===== config.mk =====
export PLATFORM = sky130hd
export DESIGN_NAME = serial_mac_unit_flat
export DESIGN_NICKNAME = d
export VERILOG_FILES = /design/src/rtl/serial_mac_unit_if.sv /design/src/rtl/serial_mac_unit.sv /design/src/flat_wrapper.sv
export SDC_FILE = /design/constraint.sdc
export NUM_CORES = 1
export LEC_CHECK = 0
export ABC_AREA = 1
export CAP_MARGIN = 10
export CORE_MARGIN = 2
export CORE_UTILIZATION = 56
export CTS_CLUSTER_SIZE = 28
export DETAILED_ROUTE_END_ITERATION = 12
export PLACE_DENSITY = 0.82
export SLEW_MARGIN = 20
export SYNTH_ARGS = -nofsm -noshare
export SYNTH_HDL_FRONTEND = slang
export SYNTH_SLANG_ARGS = --single-unit
export TNS_END_PERCENT = 10

===== constraint.sdc =====
create_clock -name clk_i -period 3.2 [get_ports clk_i]
set_input_delay 0.32 -clock clk_i [delete_from_list [all_inputs] [get_ports clk_i]]
set_output_delay 0.32 -clock clk_i [all_outputs]
set_load 0.01 [all_outputs]

===== src/rtl/serial_mac_unit_if.sv =====
// ---------------------------------------------------------------------------
// serial_mac_unit_if
//   Start/done MAC handshake between a PID core (master, the initiator) and
//   its serial_mac_unit (slave, the responder).
//
//   Signals (all W bits wide unless noted; W = 2N of the MAC):
//     mul_start_strb  1  master -> slave  1-cycle start request
//     a               W  master -> slave  signed multiplicand
//     b               W  master -> slave  signed multiplier
//     acc             W  master -> slave  signed accumulate addend
//     mul_done_strb   1  slave -> master  1-cycle pulse, out is valid
//     out             W  slave -> master  a*b+acc, held until next completion
// ---------------------------------------------------------------------------
interface serial_mac_unit_if #(
    parameter int W = 82
);
    logic         mul_start_strb;
    logic [W-1:0] a;
    logic [W-1:0] b;
    logic [W-1:0] acc;
    logic         mul_done_strb;
    logic [W-1:0] out;

    modport master (
        output mul_start_strb, a, b, acc,
        input  mul_done_strb, out
    );

    modport slave (
        input  mul_start_strb, a, b, acc,
        output mul_done_strb, out
    );
endinterface : serial_mac_unit_if


===== src/rtl/serial_mac_unit.sv =====
// ---------------------------------------------------------------------------
// serial_mac_unit
//   Bit-serial multiply-accumulate responder: out = a*b + acc (mod 2^2N).
//   Shift-add over all 2N bits of the sign-extended multiplier, one step
//   every CLK_DIV_MULTIPLIER clocks. No DSP, one adder.
//
//   Parameters:
//     N                   operand base width; data paths are 2N bits
//     CLK_DIV_MULTIPLIER  clocks per shift-add step (>= 1)
//
//   Ports:
//     clk_i   in  clock, rising edge
//     rst_i   in  synchronous, active-high reset
//     mac     slave modport of serial_mac_unit_if (start/a/b/acc in,
//             done/out out)
//
//   Build option:
//     SERIAL_MAC_EARLY_TERM_EN  when defined, the operation finishes as soon
//                               as no set multiplier bits remain. Results are
//                               identical; only latency changes.
// ---------------------------------------------------------------------------
module serial_mac_unit #(
    parameter int N                  = 41,
    parameter int CLK_DIV_MULTIPLIER = 50
) (
    input  logic             clk_i,
    input  logic             rst_i,
    serial_mac_unit_if.slave mac
);
    localparam int W     = 2 * N;
    localparam int BIT_W = $clog2(W);
    localparam int DIV_W = $clog2(CLK_DIV_MULTIPLIER) + 1;

    localparam logic [BIT_W-1:0] BIT_LAST = BIT_W'(W - 1);
    localparam logic [DIV_W-1:0] DIV_LAST = DIV_W'(CLK_DIV_MULTIPLIER - 1);

    typedef enum logic {
        IDLE = 1'b0,
        RUN  = 1'b1
    } state_t;

    state_t           state;
    logic [DIV_W-1:0] div_cnt;
    logic [BIT_W-1:0] bit_cnt;
    logic [W-1:0]     acc_r;
    logic [W-1:0]     mcand_r;
    logic [W-1:0]     mplier_r;
    logic [W-1:0]     out_r;
    logic             done_r;

    logic [W-1:0]     sum;
    logic             step_en;
    logic             last_step;

    // Partial product of the current multiplier bit added into the running sum.
    assign sum     = acc_r + (mplier_r[0] ? mcand_r : '0);
    assign step_en = (div_cnt == DIV_LAST);

`ifdef SERIAL_MAC_EARLY_TERM_EN
    // Finish once the bit being consumed is the last set one. A negative
    // multiplier keeps its sign-extended ones, so it still runs all 2N steps.
    assign last_step = (bit_cnt == BIT_LAST) || ((mplier_r >> 1) == '0);
`else
    assign last_step = (bit_cnt == BIT_LAST);
`endif

    assign mac.mul_done_strb = done_r;
    assign mac.out           = out_r;

    // NOTE: all state below is clocked, so it uses non-blocking assignments;
    // every register, including the wide work registers, is cleared by reset
    // so an aborted operation leaves no stale partial sum behind.
    always_ff @(posedge clk_i) begin
        if (rst_i) begin
            state    <= IDLE;
            div_cnt  <= '0;
            bit_cnt  <= '0;
            acc_r    <= '0;
            mcand_r  <= '0;
            mplier_r <= '0;
            out_r    <= '0;
            done_r   <= 1'b0;
        end else begin
            done_r <= 1'b0;
            case (state)
                IDLE: begin
                    if (mac.mul_start_strb) begin
                        acc_r    <= mac.acc;
                        mcand_r  <= mac.a;
                        mplier_r <= mac.b;
                        div_cnt  <= '0;
                        bit_cnt  <= '0;
                        state    <= RUN;
                    end
                end
                RUN: begin
                    // Start requests are ignored here, including the cycle of
                    // the final step.
                    if (step_en) begin
                        div_cnt  <= '0;
                        acc_r    <= sum;
                        mcand_r  <= mcand_r << 1;
                        mplier_r <= mplier_r >> 1;
                        bit_cnt  <= bit_cnt + BIT_W'(1);
                        if (last_step) begin
                            out_r  <= sum;
                            done_r <= 1'b1;
                            state  <= IDLE;
                        end
                    end else begin
                        div_cnt <= div_cnt + DIV_W'(1);
                    end
                end
                default: state <= IDLE;
            endcase
        end
    end
endmodule : serial_mac_unit


===== src/flat_wrapper.sv =====
// flat-port wrapper written by rule: the top's interface ports become plain ports
module serial_mac_unit_flat 
#(
    parameter int N                  = 41,
    parameter int CLK_DIV_MULTIPLIER = 50
)
  (clk_i, rst_i, mac_mul_start_strb, mac_a, mac_b, mac_acc, mac_mul_done_strb, mac_out);
  serial_mac_unit_if #(.W((2 * N))) mac_i ();
  input  logic clk_i;
  input  logic rst_i;
  input wire logic [$bits(mac_i.mul_start_strb)-1:0] mac_mul_start_strb;
  input wire logic [$bits(mac_i.a)-1:0] mac_a;
  input wire logic [$bits(mac_i.b)-1:0] mac_b;
  input wire logic [$bits(mac_i.acc)-1:0] mac_acc;
  output wire logic [$bits(mac_i.mul_done_strb)-1:0] mac_mul_done_strb;
  output wire logic [$bits(mac_i.out)-1:0] mac_out;
  assign mac_i.mul_start_strb = mac_mul_start_strb;
  assign mac_i.a = mac_a;
  assign mac_i.b = mac_b;
  assign mac_i.acc = mac_acc;
  assign mac_mul_done_strb = mac_i.mul_done_strb;
  assign mac_out = mac_i.out;
  serial_mac_unit #(.N(N), .CLK_DIV_MULTIPLIER(CLK_DIV_MULTIPLIER)) u_core (.clk_i(clk_i), .rst_i(rst_i), .mac(mac_i));
endmodule

# ---- Word level (Yosys, flattened, before mapping)
# Index checks and enable logic that the tools add are counted.
dict set report totals {
  regBits 344
  latchBits 0
  mem_bits_rw 0
  romBits 0
  in_bits 249
  out_inout_bits 83
  elab_cells 40
  memories 0
}
dict set report classes {
  add_sub_neg 3
  mul 0
  div_mod_pow 0
  magnitude_cmp 0
  n_eq_ne 4
  shift 0
  mux 20
  bitwise_logic 2
  reduce_logical 3
}
# op n
set ops {}
lappend ops {{2-to-1 mux 82 bit} 7}
lappend ops {{case mux 82 bit (2 select lines)} 3}
lappend ops {{adder 82 bit} 1}
lappend ops {{case mux 7 bit (2 select lines)} 2}
lappend ops {{2-to-1 mux 7 bit} 3}
lappend ops {{adder 7 x 1 -> 7 bit, second input constant} 2}
lappend ops {{equality test 7 x 6 -> 1 bit, second input constant} 1}
lappend ops {{equality test 7 bit, second input constant} 1}
lappend ops {{2-to-1 mux 1 bit} 4}
lappend ops {{inequality test 2 bit, second input constant} 2}
lappend ops {{AND reduction 3 bit} 1}
lappend ops {{OR reduction 3 bit} 1}
lappend ops {{inverter 1 bit} 2}
lappend ops {{case mux 1 bit (2 select lines)} 1}
lappend ops {{AND reduction 2 bit} 1}

# ---- Depth between registers and ports, before layout
dict set report depth {
  depth_word 4
  ltp_mapped 22
  ltp_nobuf 20
}

# ---- Worst setup path after synthesis
# No wires, ideal clock.
dict set report synth_timing {
  path_type {register to register}
  from {register u_core.mplier_r[0]}
  to {register u_core.acc_r[64]}
  setup_ns 0.132
  arrival_ns 2.630
  required_time_ns 3.068
  path_slack_ns 0.437
  path_stages_with_launch 22
  path_buffers 2
  period_less_slack_ns 2.763
  cell_sequence {dfxtp_1 clkbuf_1 clkbuf_1 nand2_1 inv_1 ha_1 inv_1 fa_1 inv_1 nand3_1 nand2_1 nand2_1 nand2_1 nand2_1 nand2_1 nand2_1 nand2_1 nand2_1 nand3_1 nand3_1 nand3_1 a21oi_1}
}
dict set report synth_between {
  elab_chain_cells 4
}
# element line
set synth_lines {}
lappend synth_lines {{start: declaration} serial_mac_unit.sv:47} ;# logic [W-1:0] mplier_r;
lappend synth_lines {{start signal: assignment} serial_mac_unit.sv:90} ;# mplier_r <= mac.b;
lappend synth_lines {{start signal: assignment} serial_mac_unit.sv:103} ;# mplier_r <= mplier_r >> 1;
lappend synth_lines {{2-to-1 mux 82 bit} serial_mac_unit.sv:56} ;# assign sum = acc_r + (mplier_r[0] ? mcand_r : '0);
lappend synth_lines {{adder 82 bit} serial_mac_unit.sv:56}
lappend synth_lines {{2-to-1 mux 82 bit} serial_mac_unit.sv:99} ;# if (step_en) begin
lappend synth_lines {{case mux 82 bit (2 select lines)} serial_mac_unit.sv:85} ;# case (state)
lappend synth_lines {{end signal: assignment} serial_mac_unit.sv:88} ;# acc_r <= mac.acc;
lappend synth_lines {{end signal: assignment} serial_mac_unit.sv:101} ;# acc_r <= sum;
lappend synth_lines {{end: declaration} serial_mac_unit.sv:45} ;# logic [W-1:0] acc_r;
# No other way between the ends. The select of a mux whose other input is x is not followed.
# A chain may end at the register's enable or synchronous reset.

# ---- Final worst setup path
dict set report layout_timing {
  from {register u_core.mplier_r[0]}
  to {register u_core.acc_r[71]}
}
# Same word-level chain as after synthesis.

==> results.sh <==
export IMPL_synthMuxAreaShare_pct=0
export IMPL_holdWs_ps=201
export IMPL_cts_sinks=344
export IMPL_path_cells="buf_12, nand2_1, inv_1, ha_1, nand2_1, nor2_1, nand2_1, o21ai_0, a21oi_1, nand3_1, nand3_1, nand2_1, a21oi_1"
export IMPL_wire_per_inst_um=17.3
export IMPL_synth_fa_ha_area_share_pct=4.90
export IMPL_worst_pin_slew_ps=817
export IMPL_endpoint="u_core.acc_r[71]"
export IMPL_start_util_pct=56.9
export IMPL_grt_pass1_vias=22200
export IMPL_post_dp_hpwl_mm=58.1
export IMPL_grt_max_degree=159
export IMPL_placed_area_mm2=0.0258
export IMPL_cts_resized=0
export IMPL_synth_top_area_share_pct=31.2
export IMPL_crit_type="flip-flop to flip-flop"
export IMPL_crit_cells=13
export IMPL_cp_startpoint="u_core.mplier_r[0]"
export IMPL_r2r_end="u_core.acc_r[71]"
export IMPL_ys_flop_type="dfxtp_1"
export IMPL_path_clk_slew_ps=60
export IMPL_crit_family="simple AND/OR/NAND/NOR gates"
export IMPL_path_common_cell="nand2_1"
export IMPL_final_util_pct=69.6
export IMPL_tns_ps=0
export IMPL_final_area_mm2=0.0270
export IMPL_hold_path_class="input port to flip-flop"
export IMPL_relSlewSlack_pct=45.5
export IMPL_clock_fmax_ghz=0.326
export IMPL_htreeDepth=2
export IMPL_pre_cts_slack_ps=149
export IMPL_drc=0
export IMPL_synth_fp_nets=3978
export IMPL_synth_simple_area_share_pct=33.5
export IMPL_area_delta_synth_final_pct=22.2
export IMPL_track_usage_pct=36.5
export IMPL_cp_required_ps=3620
export IMPL_post_cts_buffers=0
export IMPL_reg2reg_depth=13
export IMPL_start_kind="flip-flop"
export IMPL_post_route_period_util_pct=95.8
export IMPL_rsz0062_at_grt="false"
export IMPL_die_w_um=203
export IMPL_vias=24400
export IMPL_yosysMostFrequentCell="nand2_1"
export IMPL_die_area_mm2=0.0411
export IMPL_vdd_ir_drop_max_mv=0.393
export IMPL_antenna_found_initial=0
export IMPL_synth_commonest_cells="nand2_1, inv_1, dfxtp_1"
export IMPL_fin_cells=4427
export IMPL_crit_slowest_cell="o21ai_0"
export IMPL_die_h_um=203
export IMPL_nNetsFinal=4217
export IMPL_vias_per_cell=5.52
export IMPL_ant_nets=0
export IMPL_worstSkewPairLatency_ps=560
export IMPL_grt_pass1_wl_mm=120
export IMPL_finalCriticalPeriod_ps=3070
export IMPL_p_leak_nw=12.7
export IMPL_hold_depth=4
export IMPL_placedCellCount=4361
export IMPL_tritoncts="yes"
export IMPL_cap_viol_max_count=0
export IMPL_async_reset_ff_share_pct=0
export IMPL_overflow=0
export IMPL_critPathCaptureType="flip-flop"
export IMPL_netlist_area_mm2=0.0221
export IMPL_power_total_mw=10.6
export IMPL_syn_instance_count=3643
export IMPL_yosysUniqueCellTypes=42
export IMPL_seq_area_frac_synth_pct=31.2
export IMPL_wl_mm=76.4
export IMPL_worstReg2RegStart="u_core.mplier_r[0]"
export IMPL_drtIter0Drc=2300
export IMPL_layout_setup_ws_ps=135
export IMPL_cts_hold_repair_buffers=0
export IMPL_cts_buffer_depth=3
export IMPL_core_region_area_mm2=0.0388
export IMPL_path_buf_inv=2
export IMPL_drive_gt1_share_pct=4.71
export IMPL_synth_area_per_cell_um2=6.07
export IMPL_p_per_area_mw_per_mm2=393
export IMPL_drt_pass1_iterations=6
export IMPL_row_count=72
export IMPL_yosysTopAreaCell="dfxtp_1"
export IMPL_status="finished, final reports clean"
export IMPL_rrSetupSlack_ps=130
export IMPL_slew_viol_final=0
export IMPL_cts_root_buffer="clkbuf_16"
export IMPL_synth_area_leaders="dfxtp_1, nand2_1, inv_1"
export IMPL_fin_skew_ps=17.9
export IMPL_num_io_pins=332
export IMPL_synth_edf_count=0
export IMPL_cp_slowest_stage_delay_ps=560
export IMPL_synth_compound_area_share_pct=17.2
export IMPL_numCtsBuffers=37
export IMPL_antenna_cells=0
export IMPL_cp_max_fo=42
export IMPL_hold_viol=0
export IMPL_place_congestion=1.07
export IMPL_finalSetupViolCount=0
export IMPL_synth_seq_cells=344
export IMPL_synth_warnings=0
export IMPL_cp_arrival_ps=3480
export IMPL_synth_xor_xnor_area_share_pct=1.70
export IMPL_synth_top_family_by_area="simple AND/OR/NAND/NOR gates"
export IMPL_numPortBuffers=331
cell type report:
| type | instances | area, um2 |
|---|---|---|
| fillers | 3503 | 11800 |
| well taps | 518 | 648 |
| repair buffers | 374 | 3750 |
| clock inverters | 15 | 119 |
| multi-input cells | 2642 | 12700 |
| inverters | 483 | 1820 |
| clock buffers | 51 | 1080 |
| flip-flops and latches | 344 | 6890 |
worst min path at each step:
stage,endpoint,slack (ps),from
finish,u_core.mac.out[0],200,rst_i
global route,u_core.mac.out[0],210,rst_i
CTS,u_core.mac.out[0],180,rst_i
detailed placement,u_core.mplier_r[16],460,u_core.mplier_r[17]
global placement,u_core.bit_cnt[6],450,u_core.bit_cnt[6]
floorplan,u_core.bit_cnt[6],430,u_core.bit_cnt[6]
sequential cells by signal, indices dropped and copies added, names as in the netlist:
signal / flops
u_core.mac.out: 82
u_core.mcand_r: 82
u_core.mplier_r: 82
u_core.div_cnt: 7
u_core.state: 1
u_core.bit_cnt: 7
u_core.mac.mul_done_strb: 1
u_core.acc_r: 82
layout by cell type, fill, tap and decap left out, drive strengths merged, types with 3 or more instances in the layout:
| master | n |
|---|---|
| a211oi | 4 |
| a21oi | 184 |
| a221oi | 3 |
| a31oi | 188 |
| and2 | 3 |
| buf | 45 |
| clkbuf | 51 |
| clkdlybuf4s50 | 329 |
| clkinv | 9 |
| clkinvlp | 3 |
| dfxtp | 344 |
| ha | 85 |
| inv | 485 |
| nand2 | 1373 |
| nand3 | 223 |
| nand4 | 11 |
| nor2 | 194 |
| nor3 | 12 |
| nor4 | 5 |
| o211ai | 31 |
| o21ai | 258 |
| o21bai | 12 |
| xnor2 | 34 |
| xor2 | 9 |
metal layers:
| layer | global-route usage, % | wire length [um] | vias up |
|---|---|---|---|
| met5 | 0 | 0 | - |
| met4 | 11.2 | 2170 | 0 |
| met3 | 6.04 | 7090 | 127 |
| met2 | 57.7 | 33500 | 1041 |
| met1 | 50.9 | 33700 | 11100 |
| li1 | - | - | 12100 |
worst min-delay path, cell delays in order:
cell and delay [ps]:
buf_4 170, nor2_8 100, nand2_1 70, nand2_1 40
cells by family (layout without fill, tap and decap cells):
group                    Yosys count  after routing
XOR/XNOR                          43             43
AND/OR/NAND/NOR                 1828           1828
adder cells (fa/ha/maj)           86             86
AO/OA/AOI/OAI                    685            685
buffers and inverters            657            923
flip-flops                       344            344
power by group:
part           leakage (nW)  switching, mW  internal (mW)  total [mW]
logic                  9.30          0.953          0.693        1.65
clock network         0.592           1.83           2.45        4.28
registers              2.82          0.169           4.52        4.69
total                  12.7           2.96           7.66        10.6
Note: power is estimated with default switching activity, not from simulation.
